<file path="config.mk">
export PLATFORM = sky130hd
export DESIGN_NAME = multicycle_rv_core
export DESIGN_NICKNAME = d
export VERILOG_FILES = /design/src/rtl/multicycle_rv_core.sv
export SDC_FILE = /design/constraint.sdc
export NUM_CORES = 2
export LEC_CHECK = 0
export BUFFER_PORTS_ARGS = -buffer_cell sky130_fd_sc_hd__buf_2
export CORE_ASPECT_RATIO = 1.75
export CORE_MARGIN = 3
export CORE_UTILIZATION = 50
export DETAILED_ROUTE_END_ITERATION = 7
export MAX_ROUTING_LAYER = met4
export PLACE_DENSITY = 0.75
export SLEW_MARGIN = 20
export SYNTH_ARGS = -nofsm -noshare
export SYNTH_HDL_FRONTEND = slang
export SYNTH_SLANG_ARGS = --single-unit
</file>
<file path="constraint.sdc">
create_clock -name clk -period 9.42 [get_ports clk]
set_clock_uncertainty 0.2 [all_clocks]
set_input_delay 0.471 -clock clk [delete_from_list [all_inputs] [get_ports clk]]
set_output_delay 0.471 -clock clk [all_outputs]
set_load 0.02 [all_outputs]
</file>
<file path="src/rtl/multicycle_rv_core.sv">
// Multicycle RV32I-subset core: FETCH/DECODE/EXEC/MEM/WB control around one shared ALU.
// Instructions are pushed in over a valid/ready port; data memory is internal and not reset.
module multicycle_rv_core #(
    parameter int              XLEN       = 32,
    parameter int              NREGS      = 32,
    parameter int              DMEM_WORDS = 64,
    parameter logic [XLEN-1:0] RESET_PC   = '0
) (
    input  logic            clk,
    input  logic            rst_n,
    input  logic [31:0]     instr,
    input  logic            instr_valid,
    output logic            instr_ready,
    output logic            busy,
    output logic            retire,
    output logic            illegal,
    output logic [XLEN-1:0] pc_dbg,
    output logic [XLEN-1:0] alu_result_dbg,
    output logic [XLEN-1:0] result_dbg,
    output logic [4:0]      rd_dbg
);
    localparam int AW = (DMEM_WORDS > 1) ? $clog2(DMEM_WORDS) : 1;
    localparam int RW = (NREGS > 1) ? $clog2(NREGS) : 1;
    localparam logic [XLEN-1:0] FOUR = XLEN'(4);
    localparam logic [5:0] NR = 6'(NREGS);

    typedef enum logic [2:0] {S_FETCH, S_DECODE, S_EXEC, S_MEM, S_WB} state_t;
    typedef enum logic [2:0] {C_ALU_R, C_ALU_I, C_LW, C_SW, C_BEQ, C_JAL, C_JALR, C_BAD} cls_t;
    typedef enum logic [2:0] {A_ADD, A_SUB, A_AND, A_OR, A_SLT} aop_t;

    state_t          state;
    logic [31:0]     ir;
    logic [XLEN-1:0] pc, a, b, aluout, mdr;
    logic [XLEN-1:0] regs [NREGS];
    logic [XLEN-1:0] dmem [DMEM_WORDS];

    logic [6:0]      opcode, funct7;
    logic [2:0]      funct3;
    logic [4:0]      rd, rs1, rs2;
    cls_t            cls;
    aop_t            aop, alu_op;
    logic [31:0]     imm32;
    logic [XLEN-1:0] imm, alu_x, alu_y, alu_out, pc4, wb_val;
    logic [AW-1:0]   word;
    logic            use_rs1, use_rs2, use_rd, bad_reg;

    assign opcode = ir[6:0];
    assign rd     = ir[11:7];
    assign funct3 = ir[14:12];
    assign rs1    = ir[19:15];
    assign rs2    = ir[24:20];
    assign funct7 = ir[31:25];

    always_comb begin
        cls   = C_BAD;
        aop   = A_ADD;
        imm32 = '0;
        case (opcode)
            7'b0110011: begin
                if (funct7 == 7'b0000000) begin
                    case (funct3)
                        3'b000:  begin cls = C_ALU_R; aop = A_ADD; end
                        3'b010:  begin cls = C_ALU_R; aop = A_SLT; end
                        3'b110:  begin cls = C_ALU_R; aop = A_OR;  end
                        3'b111:  begin cls = C_ALU_R; aop = A_AND; end
                        default: cls = C_BAD;
                    endcase
                end else if (funct7 == 7'b0100000 && funct3 == 3'b000) begin
                    cls = C_ALU_R;
                    aop = A_SUB;
                end
            end
            7'b0010011: begin
                imm32 = {{20{ir[31]}}, ir[31:20]};
                case (funct3)
                    3'b000:  begin cls = C_ALU_I; aop = A_ADD; end
                    3'b010:  begin cls = C_ALU_I; aop = A_SLT; end
                    3'b110:  begin cls = C_ALU_I; aop = A_OR;  end
                    3'b111:  begin cls = C_ALU_I; aop = A_AND; end
                    default: cls = C_BAD;
                endcase
            end
            7'b0000011: begin
                imm32 = {{20{ir[31]}}, ir[31:20]};
                if (funct3 == 3'b010) cls = C_LW;
            end
            7'b0100011: begin
                imm32 = {{20{ir[31]}}, ir[31:25], ir[11:7]};
                if (funct3 == 3'b010) cls = C_SW;
            end
            7'b1100011: begin
                imm32 = {{19{ir[31]}}, ir[31], ir[7], ir[30:25], ir[11:8], 1'b0};
                if (funct3 == 3'b000) cls = C_BEQ;
            end
            7'b1101111: begin
                imm32 = {{11{ir[31]}}, ir[31], ir[19:12], ir[20], ir[30:21], 1'b0};
                cls   = C_JAL;
            end
            7'b1100111: begin
                imm32 = {{20{ir[31]}}, ir[31:20]};
                if (funct3 == 3'b000) cls = C_JALR;
            end
            default: cls = C_BAD;
        endcase
        // Register fields that the format actually uses must exist (RV32E-style configs)
        use_rs1 = (cls != C_JAL) && (cls != C_BAD);
        use_rs2 = (cls == C_ALU_R) || (cls == C_SW) || (cls == C_BEQ);
        use_rd  = (cls == C_ALU_R) || (cls == C_ALU_I) || (cls == C_LW) ||
                  (cls == C_JAL) || (cls == C_JALR);
        bad_reg = (use_rs1 && {1'b0, rs1} >= NR) || (use_rs2 && {1'b0, rs2} >= NR) ||
                  (use_rd && {1'b0, rd} >= NR);
        if (bad_reg) cls = C_BAD;
    end

    if (XLEN > 32) begin : g_imm_wide
        assign imm = {{(XLEN-32){imm32[31]}}, imm32};
    end else begin : g_imm_narrow
        assign imm = imm32[XLEN-1:0];
    end

    always_comb begin
        alu_x  = (cls == C_JAL) ? pc : a;
        alu_y  = (cls == C_ALU_R) ? b : imm;
        alu_op = (cls == C_ALU_R || cls == C_ALU_I) ? aop : A_ADD;
        case (alu_op)
            A_SUB:   alu_out = alu_x - alu_y;
            A_AND:   alu_out = alu_x & alu_y;
            A_OR:    alu_out = alu_x | alu_y;
            A_SLT:   alu_out = {{(XLEN-1){1'b0}}, ($signed(alu_x) < $signed(alu_y))};
            default: alu_out = alu_x + alu_y;
        endcase
    end

    assign pc4    = pc + FOUR;
    assign word   = aluout[AW+1:2];
    assign wb_val = (cls == C_LW) ? mdr :
                    (cls == C_JAL || cls == C_JALR) ? pc4 : aluout;

    assign instr_ready    = (state == S_FETCH);
    assign busy           = (state != S_FETCH);
    assign pc_dbg         = pc;
    assign alu_result_dbg = aluout;

    always_ff @(posedge clk or negedge rst_n) begin
        if (!rst_n) begin
            state      <= S_FETCH;
            pc         <= RESET_PC;
            ir         <= '0;
            a          <= '0;
            b          <= '0;
            aluout     <= '0;
            mdr        <= '0;
            result_dbg <= '0;
            rd_dbg     <= '0;
            retire     <= 1'b0;
            illegal    <= 1'b0;
            for (int i = 0; i < NREGS; i++) regs[i] <= '0;
        end else begin
            retire  <= 1'b0;
            illegal <= 1'b0;
            case (state)
                S_FETCH: begin
                    if (instr_valid) begin
                        ir    <= instr;
                        state <= S_DECODE;
                    end
                end
                S_DECODE: begin
                    a <= regs[rs1[RW-1:0]];
                    b <= regs[rs2[RW-1:0]];
                    if (cls == C_BAD) begin
                        retire  <= 1'b1;
                        illegal <= 1'b1;
                        pc      <= pc4;
                        state   <= S_FETCH;
                    end else begin
                        state <= S_EXEC;
                    end
                end
                S_EXEC: begin
                    case (cls)
                        C_BEQ: begin
                            pc     <= (a == b) ? pc + imm : pc4;
                            retire <= 1'b1;
                            state  <= S_FETCH;
                        end
                        C_LW, C_SW: begin
                            aluout <= alu_out;
                            state  <= S_MEM;
                        end
                        C_JALR: begin
                            aluout <= {alu_out[XLEN-1:1], 1'b0};
                            state  <= S_WB;
                        end
                        default: begin
                            aluout <= alu_out;
                            state  <= S_WB;
                        end
                    endcase
                end
                S_MEM: begin
                    if (cls == C_SW) begin
                        pc     <= pc4;
                        retire <= 1'b1;
                        state  <= S_FETCH;
                    end else begin
                        mdr   <= dmem[word];
                        state <= S_WB;
                    end
                end
                S_WB: begin
                    if (rd != 5'd0) regs[rd[RW-1:0]] <= wb_val;
                    result_dbg <= wb_val;
                    rd_dbg     <= rd;
                    pc         <= (cls == C_JAL || cls == C_JALR) ? aluout : pc4;
                    retire     <= 1'b1;
                    state      <= S_FETCH;
                end
                default: state <= S_FETCH;
            endcase
        end
    end

    always_ff @(posedge clk) begin
        if (state == S_MEM && cls == C_SW) dmem[word] <= b;
    end
endmodule

</file>
* Yosys cells after proc, flatten, opt, wreduce, memory -nomap -nowiden
Memory sizes are Yosys's and may differ from the RTL's. A register that Yosys moved wholly into a read port is not among the register bits. Index checks and enable logic that the tools add are counted. Widths: inputs -> output; s select.
Cells by class: add/sub/neg operators 4, order comparisons 5, eq/ne operators 31, muxes and demuxes 48, bitwise operators 7, reduce and logical (&&, ||, !) cells 21
Operator list (number):
- $bwmux 1024 | 1
- $mux 32 | 14
- $pmux 32 s4 | 3
- $bmux 32 s5 | 2
- $demux 32 s5 | 1
- $add 32x32->32 | 2
- $pmux 32 s2 | 1
- $add 32x3->32 const B | 1
- $and 32x32->32 | 1
- $eq 32x32->1 | 1
- $lt 32x32->1 | 1
- $or 32x32->32 | 1
- $sub 32x32->32 | 1
- $mux 3 | 10
- $eq 3x3->1 const B | 8
- $eq 3x2->1 const B | 7
- $eq 7x6->1 const B | 3
- $eq 7x7->1 const B | 3
- $pmux 3 s7 | 1
- $ge 6x6->1 const B | 3
- $not 5->6 | 3
- $pmux 3 s2 | 2
- $pmux 3 s4 | 1
- $eq 3x1->1 const B | 3
- other kinds (23) | 42
Storage, ports and cells: register bits 1226, bits in writable memories 2048, input port bits 35, word-level logic and storage cells 159, memories kept 1
Memories:
- dmem | depth 64, width 32, rd ports 1, clocked after memory_dff 1, wr ports 1, line 35 | logic [XLEN-1:0] dmem [DMEM_WORDS];

* Depth between registers and ports, before layout
depth in word-level cells 11, mapped depth 22

* Worst setup path after synthesis
Ideal clock, no wire load.
path kind reg2reg, start point reg ir[27], end point reg aluout[28] (netlist: alu_result_dbg[28]), arrival 4.689 ns, required time 9.086 ns, slack 4.397 ns, cell stages (with the launch flop) 22, buffers on the path 1, path through dfrtp_1 nor4_2 nand2_1 o311a_1 nor3_2 and3_1 clkbuf_1 nor2_1 nor2_1 ha_1 inv_1 fa_1 nor2b_1 o311ai_0 a211oi_1 a21oi_1 o21bai_1 o21ai_0 nand3b_1 a21oi_1 a2111oi_0 a21oi_1
On the way: longest elaborated chain between the ends 11
Ends and longest elaborated chain:
- start, declared | line 32 | logic [31:0] ir;
- start signal, assigned | line 164 | ir <= instr;
- branches (longest 11 deep; another with $add 32x32->32)
- end signal, assigned | line 188 | aluout <= alu_out;
- end signal, assigned | line 192 | aluout <= {alu_out[XLEN-1:1], 1'b0};
- end signal, assigned | line 196 | aluout <= alu_out;
- end, declared | line 33 | logic [XLEN-1:0] pc, a, b, aluout, mdr;
Several ways; the timed one is not identified. The select of a mux whose other input is x is not followed. A chain may end at the register's enable or synchronous reset.

* Final worst setup path
start point reg ir[5], end point reg aluout[0] (netlist: alu_result_dbg[0])
On the way: longest elaborated chain between the ends 8
Ends and longest elaborated chain:
- branches (longest 8 deep; another with $add 32x32->32)
Several ways; the timed one is not identified. The select of a mux whose other input is x is not followed.

==> results.sh <==
export IMPL_outcome="finished clean"
export IMPL_grt_pass1_wl_um=687000
export IMPL_die_y_um=714
export IMPL_relSlewSlack_pct=17.5
export IMPL_clk_latency_ns=0.89
export IMPL_min_period_ns=7.22
export IMPL_htree_levels=5
export IMPL_antenna_left=0
export IMPL_synth_seq_cells=3306
export IMPL_hp_class="in2async"
export IMPL_portBuffers=139
export IMPL_synth_mux_area_share_pct=11.0
export IMPL_drc=0
export IMPL_finalWirelength_um=481000
export IMPL_grt_max_degree=193
export IMPL_multiInputGateArea_um2=47300
export IMPL_grt_usage_pct=33.4
export IMPL_ys_seq_area_share_pct=64.9
export IMPL_antenna_found_initial=13
export IMPL_cts_clk_slew_worst_paths_ns=0.07
export IMPL_postSynthCellCount=10300
export IMPL_post_cts_buffers=0
export IMPL_power_density_nw_per_um2=308
export IMPL_async_flop_share_pct=38.1
export IMPL_cts_sinks=3306
export IMPL_vias=97200
export IMPL_startpoint_type="flop"
export IMPL_end_kind="flop"
export IMPL_intPower_mw=30.3
export IMPL_synth_top_family_by_area="compound AO/OA/AOI/OAI gates"
export IMPL_nNetsFinal=10400
export IMPL_path_common_cell="o21ai_0"
export IMPL_area_delta_synth_final_pct=11.0
export IMPL_synth_edf_count=2048
export IMPL_arrival_ns=7.84
export IMPL_die_w_um=411
export IMPL_pwr_share_comb_pct=33.7
export IMPL_grt_pass1_vias=97400
export IMPL_switching_power_mw=18.6
export IMPL_syn_nets=10500
export IMPL_wire_per_inst_um=33.7
export IMPL_switching_share_pct=38.0
export IMPL_slowest_stage="a31oi_1"
export IMPL_post_synth_num_cell_types=93
export IMPL_instances_no_fill=14300
export IMPL_dp_hpwl_um=302000
export IMPL_cts_tree="yes"
export IMPL_place_area_um2=149000
export IMPL_start_util_pct=50.3
export IMPL_synthFlopType="edfxtp_1"
export IMPL_core_area_um2=285000
export IMPL_tns_ns=0
export IMPL_synth_cell_area_um2=143000
export IMPL_synthAdderAreaFrac_pct=1.16
export IMPL_hold_viol=0
export IMPL_synth_area_per_cell_um2=13.8
export IMPL_setup_viol=0
export IMPL_required_ns=10.04
export IMPL_finalPower_mw=48.9
export IMPL_avgViaCountPerCell=6.81
export IMPL_gr_total_overflow=0
export IMPL_maxCapViolations=0
export IMPL_p_leak_nw=57.3
export IMPL_rsz0062_at_grt="false"
export IMPL_fmax_mhz=139
export IMPL_drt_initial_drc_count=12900
export IMPL_clockBufferDepth=4
export IMPL_timing_final_crit_share_pct=76.6
export IMPL_cts_buffers=302
export IMPL_slew_viol_final=0
export IMPL_final_seq_area_um2=93100
export IMPL_nFillCells=21900
export IMPL_synth_compound_area_share_pct=13.5
export IMPL_num_io_pins=140
export IMPL_gp_congestion=0.996
export IMPL_drive_gt1_share_pct=17.0
export IMPL_dp_cells=13700
export IMPL_path_class="reg2reg"
export IMPL_yosys_warnings=0
export IMPL_tightest_slew_ns=1.23
export IMPL_drt_pass1_iterations=8
export IMPL_seqPwrFrac_pct=41.0
export IMPL_final_area_um2=159000
export IMPL_p_clk_share_pct=25.3
export IMPL_synthXorXnorAreaFrac_pct=0.648
export IMPL_crit_chain="nor2b_2 -> nand3_1 -> nor2_1 -> o21ai_0 -> o21ai_0 -> nor2_1 -> nor2_1 -> ha_1 -> inv_1 -> fa_1 -> nor2b_1 -> o311ai_0 -> buf_4 -> a211oi_1 -> a21oi_1 -> o21ai_0 -> a31oi_1 -> o21ai_0 -> a31oi_1 -> o221ai_1 -> nand2_1"
export IMPL_num_rows=259
export IMPL_critical_path_max_stage_delay_ns=0.88
export IMPL_dieArea_um2=293000
export IMPL_synth_simple_area_share_pct=5.98
export IMPL_critical_path_max_fanout=8
export IMPL_clock_root_buffer="clkbuf_16"
export IMPL_ir_worst_vdd_mv=0.263
layout by cell type, fill, tap and decap left out, types with 23 or more instances in the layout:
master / synthesis / final
dfrtp_2: 0 / 32
nor4_1: 77 / 71
nand4_1: 36 / 36
dlygate4sd3_1: 0 / 34
a41oi_1: 156 / 156
buf_2: 89 / 138
buf_12: 0 / 27
clkbuf_1: 652 / 62
bufinv_16: 0 / 25
edfxtp_1: 2048 / 2048
a31oi_1: 122 / 122
nor2_4: 0 / 76
xor2_1: 57 / 57
mux2_2: 34 / 34
clkinv_2: 0 / 41
a22o_1: 89 / 89
a22oi_1: 875 / 875
nand3_1: 30 / 29
nor3_1: 43 / 38
mux2i_1: 99 / 98
ha_1: 128 / 128
a21oi_1: 653 / 640
a21o_1: 73 / 73
nor2_1: 784 / 705
xnor2_1: 49 / 49
mux4_2: 640 / 640
nand2_1: 926 / 904
buf_4: 3 / 265
a211oi_1: 28 / 28
a221oi_1: 105 / 105
clkbuf_16: 0 / 307
o21ai_0: 717 / 715
clkbuf_8: 0 / 23
dfrtp_1: 1258 / 1216
clkinv_1: 0 / 37
inv_1: 125 / 125
power groups by stage:
stage | clock [mW] | combinational [mW] | sequential [mW]
final | 12.4 | 16.5 | 20.0
after global routing | 13.0 | 17.3 | 20.1
after CTS | 12.5 | 16.2 | 19.9
after detailed placement | 0 | 16.1 | 20.2
after global placement | 0 | 15.8 | 20.1
after floorplan | 0 | 9.63 | 20.0
worst paths after layout:
check | from | slack (ns) | endpoint | cells past startpoint
worst max register to register | ir[5] | 2.20 | alu_result_dbg[0] | 21
worst max-delay path | ir[5] | 2.20 | alu_result_dbg[0] | 21
worst min-delay path | rst_n | 0.08 | regs[823] | 2
max in group asynchronous | rst_n | 6.44 | regs[617] | 5
min in group clk | instr[23] | 0.17 | ir[23] | 3
worst min register to register | regs[1003] | 0.20 | regs[1003] | 0
worst max-delay path, delay by kind of cell (launching register included):
kind	cells	cell delay [ns]
flip-flops	1	0.52
adder cells (fa/ha/maj)	2	0.69
AO/OA/AOI/OAI	10	3.63
AND/OR/NAND/NOR	7	1.82
buffers and inverters	2	0.30
sequential cells by signal, summed over array words and instances, names as in the netlist:
signal	cells
result_dbg	32
b	32
regs	1024
rd_dbg	5
mdr	32
retire	1
pc_dbg	32
ir	32
state	3
illegal	1
alu_result_dbg	32
dmem	2048
a	32
through the flow:
stage	hold WS (ns)	utilization (%)	worst slack, ns
4_1_cts	0.120	55.8	2.51
6_report	0.0771	55.8	2.20
2_1_floorplan	-0.0246	-	4.40
3_3_place_gp	0.176	52.2	2.49
5_1_grt	0.164	55.8	1.98
3_5_place_dp	0.184	52.2	2.55
synth_stat cells (24+ instances only):
cell / number / area share (%)
clkbuf_2: 24 / 0.084
nand4_1: 36 / 0.16
a22oi_1: 875 / 4.6
clkbuf_1: 652 / 1.7
nand3_1: 30 / 0.10
a22o_1: 89 / 0.54
a21oi_1: 653 / 2.3
a31oi_1: 122 / 0.53
a221oi_1: 105 / 0.64
a211oi_1: 28 / 0.15
nor4_1: 77 / 0.34
nor2_1: 784 / 2.1
xnor2_1: 49 / 0.30
inv_1: 125 / 0.33
ha_1: 128 / 1.1
edfxtp_1: 2048 / 43
mux4_2: 640 / 10
buf_1: 106 / 0.28
o21ai_0: 717 / 2.5
buf_2: 89 / 0.31
a21o_1: 73 / 0.38
mux2_2: 34 / 0.27
nor3_1: 43 / 0.15
xor2_1: 57 / 0.35
dfrtp_1: 1258 / 22
a41oi_1: 156 / 0.95
nand2_1: 926 / 2.4
mux2i_1: 99 / 0.69
per-layer routing:
| metal | track usage, % | part of all wire (%) | vias up |
|---|---|---|---|
| li1 | - | - | 39700 |
| met1 | 37.3 | 32 | 49200 |
| met2 | 52.9 | 48 | 6396 |
| met3 | 7.33 | 10 | 1820 |
| met4 | 24.7 | 9.4 | 0 |
| met5 | - | 0 | - |
layout make-up:
cell class              count  share of cell area [%]
diodes                     15                  0.0236
repair buffers            466                    2.27
multi-input cells        6036                    29.7
inverters                 126                   0.298
clock buffers             393                    5.18
well taps                3784                    2.98
clock inverters           144                   0.958
flip-flops and latches   3306                    58.5
logic make-up (layout without fill, tap and decap cells):
group / count (synthesis) / in the layout
buffers and inverters: 1001 / 1129
other: 0 / 15
flip-flops: 3306 / 3306
adder cells (fa/ha/maj): 131 / 131
AND/OR/NAND/NOR: 2040 / 2040
XOR/XNOR: 106 / 106
multiplexers: 774 / 774
AO/OA/AOI/OAI: 2985 / 2985
what timing repair did:
action,in CTS,in global routing
resized for setup,0,0
endpoints found under the hold margin,195,0
hold buffers,34,0
endpoints found under the setup margin,0,0
No activity file was read; power rests on OpenSTA's default activity.
